[config.mk]
export PLATFORM = sky130hd
export DESIGN_NAME = idelay_tap_calibrator_flat
export DESIGN_NICKNAME = d
export VERILOG_FILES = /design/src/rtl/rx_cal_pkg.sv /design/src/rtl/idelay_tap_calibrator_if.sv /design/src/rtl/mismatch_accumulator.sv /design/src/rtl/idelay_tap_calibrator.sv /design/src/flat_wrapper.sv
export SDC_FILE = /design/constraint.sdc
export NUM_CORES = 1
export LEC_CHECK = 0
export ABC_AREA = 1
export CORE_UTILIZATION = 40
export DETAILED_ROUTE_END_ITERATION = 8
export DONT_BUFFER_PORTS = 1
export HOLD_SLACK_MARGIN = 0.06
export PLACE_DENSITY = 0.53
export SETUP_SLACK_MARGIN = 0.3
export SLEW_MARGIN = 10
export SYNTH_ARGS = -nofsm -noshare
export SYNTH_HDL_FRONTEND = slang
export SYNTH_SLANG_ARGS = --single-unit
[constraint.sdc]
create_clock -name clk -period 5.02 [get_ports clk]
set_input_delay 0.753 -clock clk [delete_from_list [all_inputs] [get_ports clk]]
set_output_delay 0.753 -clock clk [all_outputs]
set_load 0.1 [all_outputs]
[src/rtl/rx_cal_pkg.sv]
// Shared types, defaults and helpers for the IDELAY tap calibrator.
package rx_cal_pkg;

  localparam int unsigned TAP_W_DEF = 5;
  localparam int unsigned CNT_W_DEF = 11;
  localparam int unsigned SAMPLE_W  = 4;

  typedef enum logic [2:0] {
    IDLE,
    LOAD,
    SETTLE,
    MEASURE,
    EVAL,
    APPLY,
    DONE
  } cal_state_e;

  // Number of differing bits between the two 4-bit sample words.
  function automatic logic [2:0] popcount4(input logic [SAMPLE_W-1:0] v);
    return 3'(v[0]) + 3'(v[1]) + 3'(v[2]) + 3'(v[3]);
  endfunction

endpackage

[src/rtl/idelay_tap_calibrator_if.sv]
// ISERDES sample bus: reference word, delayed word and common valid.
interface idelay_tap_calibrator_if;
  import rx_cal_pkg::*;

  logic [SAMPLE_W-1:0] sample_ref;
  logic [SAMPLE_W-1:0] sample_dly;
  logic                sample_valid;

  modport master (output sample_ref, sample_dly, sample_valid);
  modport slave  (input  sample_ref, sample_dly, sample_valid);
endinterface

[src/rtl/mismatch_accumulator.sv]
// Saturating bit-mismatch accumulator over a window of valid sample cycles.
module mismatch_accumulator
  import rx_cal_pkg::*;
#(
  parameter int unsigned CNT_W         = CNT_W_DEF,
  parameter int unsigned WINDOW_CYCLES = 256
) (
  input  logic                clk,
  input  logic                aresetn,
  input  logic                clear,
  input  logic [SAMPLE_W-1:0] sample_ref,
  input  logic [SAMPLE_W-1:0] sample_dly,
  input  logic                sample_valid,
  output logic [CNT_W-1:0]    acc,
  output logic                window_done_c
);

  localparam int unsigned VCNT_W = $clog2(WINDOW_CYCLES + 1);
  localparam int unsigned SUM_W  = CNT_W + 1;
  localparam logic [CNT_W-1:0]  ACC_MAX  = '1;
  localparam logic [VCNT_W-1:0] VCNT_END = VCNT_W'(WINDOW_CYCLES - 1);

  logic [CNT_W-1:0]  r_acc;
  logic [VCNT_W-1:0] r_vcnt;
  logic [SUM_W-1:0]  w_sum;

  assign w_sum = {1'b0, r_acc} + SUM_W'(popcount4(sample_ref ^ sample_dly));

  // Window closes on the cycle that accepts the last valid sample.
  assign window_done_c = !clear && sample_valid && (r_vcnt == VCNT_END);
  assign acc           = r_acc;

  always_ff @(posedge clk or negedge aresetn) begin : acc_reg
    if (!aresetn) begin
      r_acc  <= '0;
      r_vcnt <= '0;
    end else if (clear) begin
      r_acc  <= '0;
      r_vcnt <= '0;
    end else if (sample_valid) begin
      r_acc  <= w_sum[CNT_W] ? ACC_MAX : w_sum[CNT_W-1:0];
      r_vcnt <= r_vcnt + VCNT_W'(1);
    end
  end

endmodule

[src/rtl/idelay_tap_calibrator.sv]
// Sweeps the IDELAYE2 tap, scores each tap by sample mismatch and loads the best.
// Optional per-tap mismatch history readback when CAL_HIST_EN is defined.
module idelay_tap_calibrator
  import rx_cal_pkg::*;
#(
  parameter int unsigned TAP_W         = TAP_W_DEF,
  parameter int unsigned NUM_TAPS      = 32,
  parameter int unsigned SETTLE_CYCLES = 8,
  parameter int unsigned WINDOW_CYCLES = 256,
  parameter int unsigned CNT_W         = CNT_W_DEF
) (
  input  logic                   clk,
  input  logic                   aresetn,
  input  logic                   idelayctrl_ready,
  input  logic                   start,
  idelay_tap_calibrator_if.slave rx,
  output logic                   idelay_ld,
  output logic [TAP_W-1:0]       idelay_cntvalue,
  output logic                   busy,
  output logic                   done,
  output logic [TAP_W-1:0]       best_tap,
  output logic [CNT_W-1:0]       best_count
`ifdef CAL_HIST_EN
  ,
  input  logic [TAP_W-1:0]       hist_addr,
  output logic [CNT_W-1:0]       hist_data
`endif
);

  localparam int unsigned SET_W = $clog2(SETTLE_CYCLES + 1);
  localparam logic [TAP_W-1:0] LAST_TAP    = TAP_W'(NUM_TAPS - 1);
  localparam logic [SET_W-1:0] SETTLE_LAST = SET_W'(SETTLE_CYCLES - 1);

  cal_state_e       r_state, w_state_nxt;
  logic [TAP_W-1:0] r_tap, w_tap_nxt;
  logic [SET_W-1:0] r_settle, w_settle_nxt;
  logic             r_ld, w_ld_nxt;
  logic [TAP_W-1:0] r_cntvalue, w_cntvalue_nxt;
  logic             r_busy, w_busy_nxt;
  logic             r_done, w_done_nxt;
  logic [TAP_W-1:0] r_best_tap, w_best_tap_nxt;
  logic [CNT_W-1:0] r_best_count, w_best_count_nxt;
  logic             w_clear;
  logic             w_window_done;
  logic             w_in_run;
  logic [CNT_W-1:0] w_acc;

  mismatch_accumulator #(
    .CNT_W         (CNT_W),
    .WINDOW_CYCLES (WINDOW_CYCLES)
  ) u_acc (
    .clk           (clk),
    .aresetn       (aresetn),
    .clear         (w_clear),
    .sample_ref    (rx.sample_ref),
    .sample_dly    (rx.sample_dly),
    .sample_valid  (rx.sample_valid),
    .acc           (w_acc),
    .window_done_c (w_window_done)
  );

  assign w_in_run = r_state inside {LOAD, SETTLE, MEASURE, EVAL, APPLY};

  always_ff @(posedge clk or negedge aresetn) begin : state_reg
    if (!aresetn) begin
      r_state      <= IDLE;
      r_tap        <= '0;
      r_settle     <= '0;
      r_ld         <= 1'b0;
      r_cntvalue   <= '0;
      r_busy       <= 1'b0;
      r_done       <= 1'b0;
      r_best_tap   <= '0;
      r_best_count <= '1;
    end else begin
      r_state      <= w_state_nxt;
      r_tap        <= w_tap_nxt;
      r_settle     <= w_settle_nxt;
      r_ld         <= w_ld_nxt;
      r_cntvalue   <= w_cntvalue_nxt;
      r_busy       <= w_busy_nxt;
      r_done       <= w_done_nxt;
      r_best_tap   <= w_best_tap_nxt;
      r_best_count <= w_best_count_nxt;
    end
  end

  // Outputs are computed for the next state so they line up with it once registered.
  always_comb begin : next_state
    w_state_nxt      = r_state;
    w_tap_nxt        = r_tap;
    w_settle_nxt     = r_settle;
    w_ld_nxt         = 1'b0;
    w_cntvalue_nxt   = r_cntvalue;
    w_best_tap_nxt   = r_best_tap;
    w_best_count_nxt = r_best_count;
    w_clear          = 1'b1;

    if (w_in_run && !idelayctrl_ready) begin
      w_state_nxt = IDLE;
    end else begin
      case (r_state)
        IDLE, DONE: begin
          if (start && idelayctrl_ready) begin
            w_state_nxt      = LOAD;
            w_tap_nxt        = '0;
            w_best_count_nxt = '1;
            w_ld_nxt         = 1'b1;
            w_cntvalue_nxt   = '0;
          end
        end
        LOAD: begin
          w_state_nxt  = SETTLE;
          w_settle_nxt = '0;
        end
        SETTLE: begin
          if (r_settle == SETTLE_LAST) begin
            w_state_nxt = MEASURE;
          end else begin
            w_settle_nxt = r_settle + SET_W'(1);
          end
        end
        MEASURE: begin
          w_clear = 1'b0;
          if (w_window_done) begin
            w_state_nxt = EVAL;
          end
        end
        EVAL: begin
          // Strict compare: on a tie the earlier (lower) tap stays selected.
          if (w_acc < r_best_count) begin
            w_best_count_nxt = w_acc;
            w_best_tap_nxt   = r_tap;
          end
          w_ld_nxt = 1'b1;
          if (r_tap == LAST_TAP) begin
            w_state_nxt    = APPLY;
            w_cntvalue_nxt = w_best_tap_nxt;
          end else begin
            w_tap_nxt      = r_tap + TAP_W'(1);
            w_state_nxt    = LOAD;
            w_cntvalue_nxt = w_tap_nxt;
          end
        end
        APPLY: begin
          w_state_nxt = DONE;
        end
        default: begin
          w_state_nxt = IDLE;
        end
      endcase
    end

    w_busy_nxt = w_state_nxt inside {LOAD, SETTLE, MEASURE, EVAL, APPLY};
    w_done_nxt = (w_state_nxt == DONE);
  end

  assign idelay_ld       = r_ld;
  assign idelay_cntvalue = r_cntvalue;
  assign busy            = r_busy;
  assign done            = r_done;
  assign best_tap        = r_best_tap;
  assign best_count      = r_best_count;

`ifdef CAL_HIST_EN
  logic [CNT_W-1:0] r_hist [NUM_TAPS];
  logic [CNT_W-1:0] r_hist_data;

  // Final mismatch of each tap, captured in EVAL; read port has one cycle latency.
  always_ff @(posedge clk or negedge aresetn) begin : hist_reg
    if (!aresetn) begin
      for (int unsigned i = 0; i < NUM_TAPS; i++) begin
        r_hist[i] <= '0;
      end
      r_hist_data <= '0;
    end else begin
      if (r_state == EVAL) begin
        r_hist[r_tap] <= w_acc;
      end
      r_hist_data <= (32'(hist_addr) < NUM_TAPS) ? r_hist[hist_addr] : '0;
    end
  end

  assign hist_data = r_hist_data;
`endif

endmodule

[src/flat_wrapper.sv]
// flat-port wrapper written by rule: the top's interface ports become plain ports
module idelay_tap_calibrator_flat import rx_cal_pkg::*;
#(
  parameter int unsigned TAP_W         = TAP_W_DEF,
  parameter int unsigned NUM_TAPS      = 32,
  parameter int unsigned SETTLE_CYCLES = 8,
  parameter int unsigned WINDOW_CYCLES = 256,
  parameter int unsigned CNT_W         = CNT_W_DEF
)
  (clk, aresetn, idelayctrl_ready, start, idelay_ld, idelay_cntvalue, busy, done, best_tap, best_count, rx_sample_ref, rx_sample_dly, rx_sample_valid);
  idelay_tap_calibrator_if rx_i ();
  input  logic clk;
  input  logic aresetn;
  input  logic idelayctrl_ready;
  input  logic start;
  output logic idelay_ld;
  output logic [TAP_W-1:0] idelay_cntvalue;
  output logic busy;
  output logic done;
  output logic [TAP_W-1:0] best_tap;
  output logic [CNT_W-1:0] best_count;
  input wire logic [$bits(rx_i.sample_ref)-1:0] rx_sample_ref;
  input wire logic [$bits(rx_i.sample_dly)-1:0] rx_sample_dly;
  input wire logic [$bits(rx_i.sample_valid)-1:0] rx_sample_valid;
  assign rx_i.sample_ref = rx_sample_ref;
  assign rx_i.sample_dly = rx_sample_dly;
  assign rx_i.sample_valid = rx_sample_valid;
  idelay_tap_calibrator #(.TAP_W(TAP_W), .NUM_TAPS(NUM_TAPS), .SETTLE_CYCLES(SETTLE_CYCLES), .WINDOW_CYCLES(WINDOW_CYCLES), .CNT_W(CNT_W)) u_core (.clk(clk), .aresetn(aresetn), .idelayctrl_ready(idelayctrl_ready), .start(start), .rx(rx_i), .idelay_ld(idelay_ld), .idelay_cntvalue(idelay_cntvalue), .busy(busy), .done(done), .best_tap(best_tap), .best_count(best_count));
endmodule
==> run summary <==
OUTCOME
-------------------------------------------------------------------------
Status                                                          completed

SYNTHESIS
-------------------------------------------------------------------------
Yosys cell types                                                       42
Post-Synth Simple-Gate Area                                        0.3018
Area fraction in compound gates after synthesis                    0.1049
Mean area per synthesized cell                                  8.007 um2
Post-Syn Area                                                    3387 um2
Largest family of logic cells by synthesized area            simple AND/OR/NAND/NOR gates
Warnings from Yosys                                                     0
Multiplexer fraction of the synthesized cell area                       0
Synth Area in Adders                                              0.07684
Sequential-to-total area share from yosys stat                     0.4178
Cell count after synthesis                                            423
Register bit total from synthesis                                      56
Xor-xnor portion of the synthesized cell area                     0.02586
Number of nets in the synthesized netlist                             455

DIE
-------------------------------------------------------------------------
Std-Cell Rows                                                          33
Initial Utilization                                                0.4122
Top-level port count                                                   37
Core area                                                        8217 um2
Die area                                                         8840 um2
DIE WIDTH                                                        94.02 um
Die height                                                       94.02 um

PWR
-------------------------------------------------------------------------
Maximum resistive drop on vdd                                    217.6 uV
P_leak                                                        0.001822 uW
Switching part of the total power                                  0.4823
Net switching power                                              788.3 uW
Comb pwr share                                                      0.188
Portion of total power attributed to the clock network              0.188
Total internal power                                             846.2 uW
Ratio of total power to cell area                            453.7 nW/um2
Share of power burned in registers                                  0.624

PLACEMENT
-------------------------------------------------------------------------
DPL Wire Length                                                   4814 um
Port Buf Inserts                                                        0
Final estimated routing congestion in global placement             0.8408
Placed cell count                                                     523

ROUTE
-------------------------------------------------------------------------
ANT nets after route                                                    0
Routed vias/inst                                                    4.840
DRC violations left                                                     0
Routed vias                                                          2570
Mean routed wirelength per cell                                  12.27 um
First-pass DRT Iterations                                               4
Overall routed net length                                         6515 um
Iteration-0 DRC count of the detailed router                          112

LAYOUT
-------------------------------------------------------------------------
Post-layout nets                                                      457
Diodes inserted                                                         0
Syn-to-layout area delta                                           6.354%
Layout cell share with drive strength beyond 1                     0.1620
Final Non-Filler Cells                                                531

WORST SETUP PATH
-------------------------------------------------------------------------
Worst Path Arrival                                                2.95 ns
Cell count of the worst reg-to-reg path                                14
Critical path start-end classification                          in -> reg
Peak fanout along the critical path                                     4
Required time reported for the critical path endpoint             5.22 ns
Critical Path Sink Type                                              flop
Type of origin of the critical path                          primary input

STA
-------------------------------------------------------------------------
Final setup violation count                                             0
Clock Skew                                                    0.008511 ns
Hold violation total from the final report                              0
Pins Over Slew Limit                                                    0
Crit path time final                                             2.747 ns
Remaining max-slew budget at the tightest pin                      0.3772
Tightest Pin Transition                                         0.9343 ns
Final total negative setup slack                                     0 ns
Maximum clock rate                                              364.0 MHz
Period Utilization, post-route                                     0.5473
RSZ-0062 raised after global routing                                   no

CLOCKING
-------------------------------------------------------------------------
Count of buffers added by post-CTS timing repair for setup              0
Reg clk slew, reported paths                                      0.10 ns
Hold Buf Count CTS                                                      0
Total clock buffers created by CTS                                      5
Post-cts gate resize count                                              0
CTS tree                                                              yes
Root cell of the clock tree                                      clkbuf_8
Clock net sink count                                                   56
Clock Latency Late Sink                                           0.31 ns
Depth of the CTS H-tree                                                 2
Largest buffer count on any clock path                                  2

HOLD PATH
-------------------------------------------------------------------------
Worst hold path class                                         in -> async

GRT
-------------------------------------------------------------------------
GRT Total Usage                                                    0.1631
Initial antenna violation count                                         0
Global-route wire length before repair                           11390 um
Number of global-route vias before repair                            2441
Largest net degree at the start of global routing                      57
GRT Residual Overflow                                                   0

RUN
-------------------------------------------------------------------------
Number of max-capacitance violations reported                           0

## cells in the final DEF (no fill, tap or decap), types with 2 or more instances in the layout
cell type,n
nand2_1,114
inv_1,49
dfrtp_1,45
nor2_1,35
nand3_1,27
nand2_2,18
o21ai_0,16
ha_1,16
a21oi_1,14
o21ai_2,11
dfstp_2,11
xor2_1,8
nand4_1,6
inv_2,5
nor3_1,5
o21ai_1,5
clkbuf_8,5
nor2_2,4
nand3_2,3
fa_1,3
nor3_2,2
xnor2_1,2
nor2_4,2
o31ai_1,2
clkbuf_16,2
## path summary, 6_finish.rpt
path / startpoint / endpoint / slack [ns]
worst max-delay path: rx_sample_dly[0] / u_core.u_acc.acc[10] / 2.27
worst max register to register: u_core.u_acc.acc[0] / u_core.u_acc.acc[10] / 2.42
min in group clk: u_core.u_acc.r_vcnt[0] / u_core.u_acc.r_vcnt[0] / 0.52
worst min register to register: u_core.u_acc.r_vcnt[0] / u_core.u_acc.r_vcnt[0] / 0.52
max in group asynchronous: aresetn / u_core.best_count[0] / 4.70
worst min-delay path: aresetn / u_core.best_tap[1] / 0.13
## layout make-up
| cell class | count | area, um2 |
|---|---|---|
| fill | 840 | 4614 |
| multi-input combinational | 307 | 1725 |
| sequential | 56 | 1415 |
| inverter | 55 | 207.7 |
| tap | 105 | 131.4 |
| clock buffer | 8 | 122.6 |
## critical path: stages
cell	delay, ns
xnor2_1	0.18
fa_1	0.44
inv_1	0.09
fa_1	0.19
inv_1	0.05
fa_1	0.39
nor2_1	0.19
nand3_1	0.15
nor2_1	0.19
nand3_1	0.10
nand2_1	0.07
nand3_1	0.06
nand2_1	0.06
nand2_1	0.04
## cell usage after synthesis (all sizes together)
| cell type | number | area share |
|---|---|---|
| a21o | 1 | 0.0022 |
| a21oi | 16 | 0.028 |
| a22o | 1 | 0.0026 |
| a31oi | 1 | 0.0018 |
| and2 | 1 | 0.0018 |
| and3 | 1 | 0.0018 |
| buf | 4 | 0.010 |
| clkbuf | 1 | 0.0011 |
| clkinv | 1 | 0.0015 |
| dfrtp | 45 | 0.33 |
| dfstp | 11 | 0.085 |
| fa | 3 | 0.018 |
| ha | 16 | 0.059 |
| inv | 54 | 0.060 |
| nand2 | 133 | 0.16 |
| nand3 | 31 | 0.054 |
| nand3b | 1 | 0.0022 |
| nand4 | 6 | 0.011 |
| nor2 | 41 | 0.053 |
| nor3 | 7 | 0.013 |
| o211ai | 1 | 0.0022 |
| o21a | 1 | 0.0022 |
| o21ai | 32 | 0.059 |
| o22ai | 1 | 0.0018 |
| o31ai | 2 | 0.0044 |
| or2 | 1 | 0.0018 |
| xnor2 | 2 | 0.0052 |
| xor2 | 8 | 0.021 |
## metal layers
layer,GRT usage,up-vias,share of wire
li1,-,1364,-
met5,0,-,0
met1,0.2243,1166,0.52
met2,0.2555,36,0.44
met3,0.04369,4,0.038
met4,0.03590,0,0.0063
## kinds of logic (layout without fill, tap and decap cells)
family | Yosys count | count (layout)
AND/OR/NAND/NOR | 222 | 222
buffers and inverters | 60 | 63
AO/OA/AOI/OAI | 56 | 56
flip-flops | 56 | 56
adder cells (fa/ha/maj) | 19 | 19
XOR/XNOR | 10 | 10
## power by group through the flow
| stage | logic [uW] | registers (uW) | clock network, uW |
|---|---|---|---|
| after detailed placement | 313 | 1030 | 0 |
| after floorplan | 277 | 1010 | 0 |
| final | 308 | 1020 | 307 |
| after CTS | 313 | 1020 | 322 |
| after global placement | 306 | 1030 | 0 |
| after global routing | 372 | 1040 | 340 |
## through the flow
stage	setup WS, ns	hold slack, ns	util	power, uW	instance area [um2]
2_1_floorplan	2.126	0.4574	-	1287	3387
3_3_place_gp	1.990	0.4594	0.4235	1335	3480
3_5_place_dp	1.945	0.4598	0.4235	1341	3480
4_1_cts	2.268	0.1112	0.4384	1657	3602
5_1_grt	2.080	0.09255	0.4384	1747	3602
6_report	2.273	0.1290	0.4384	1634	3602
Power figures use the tool's default switching activity.
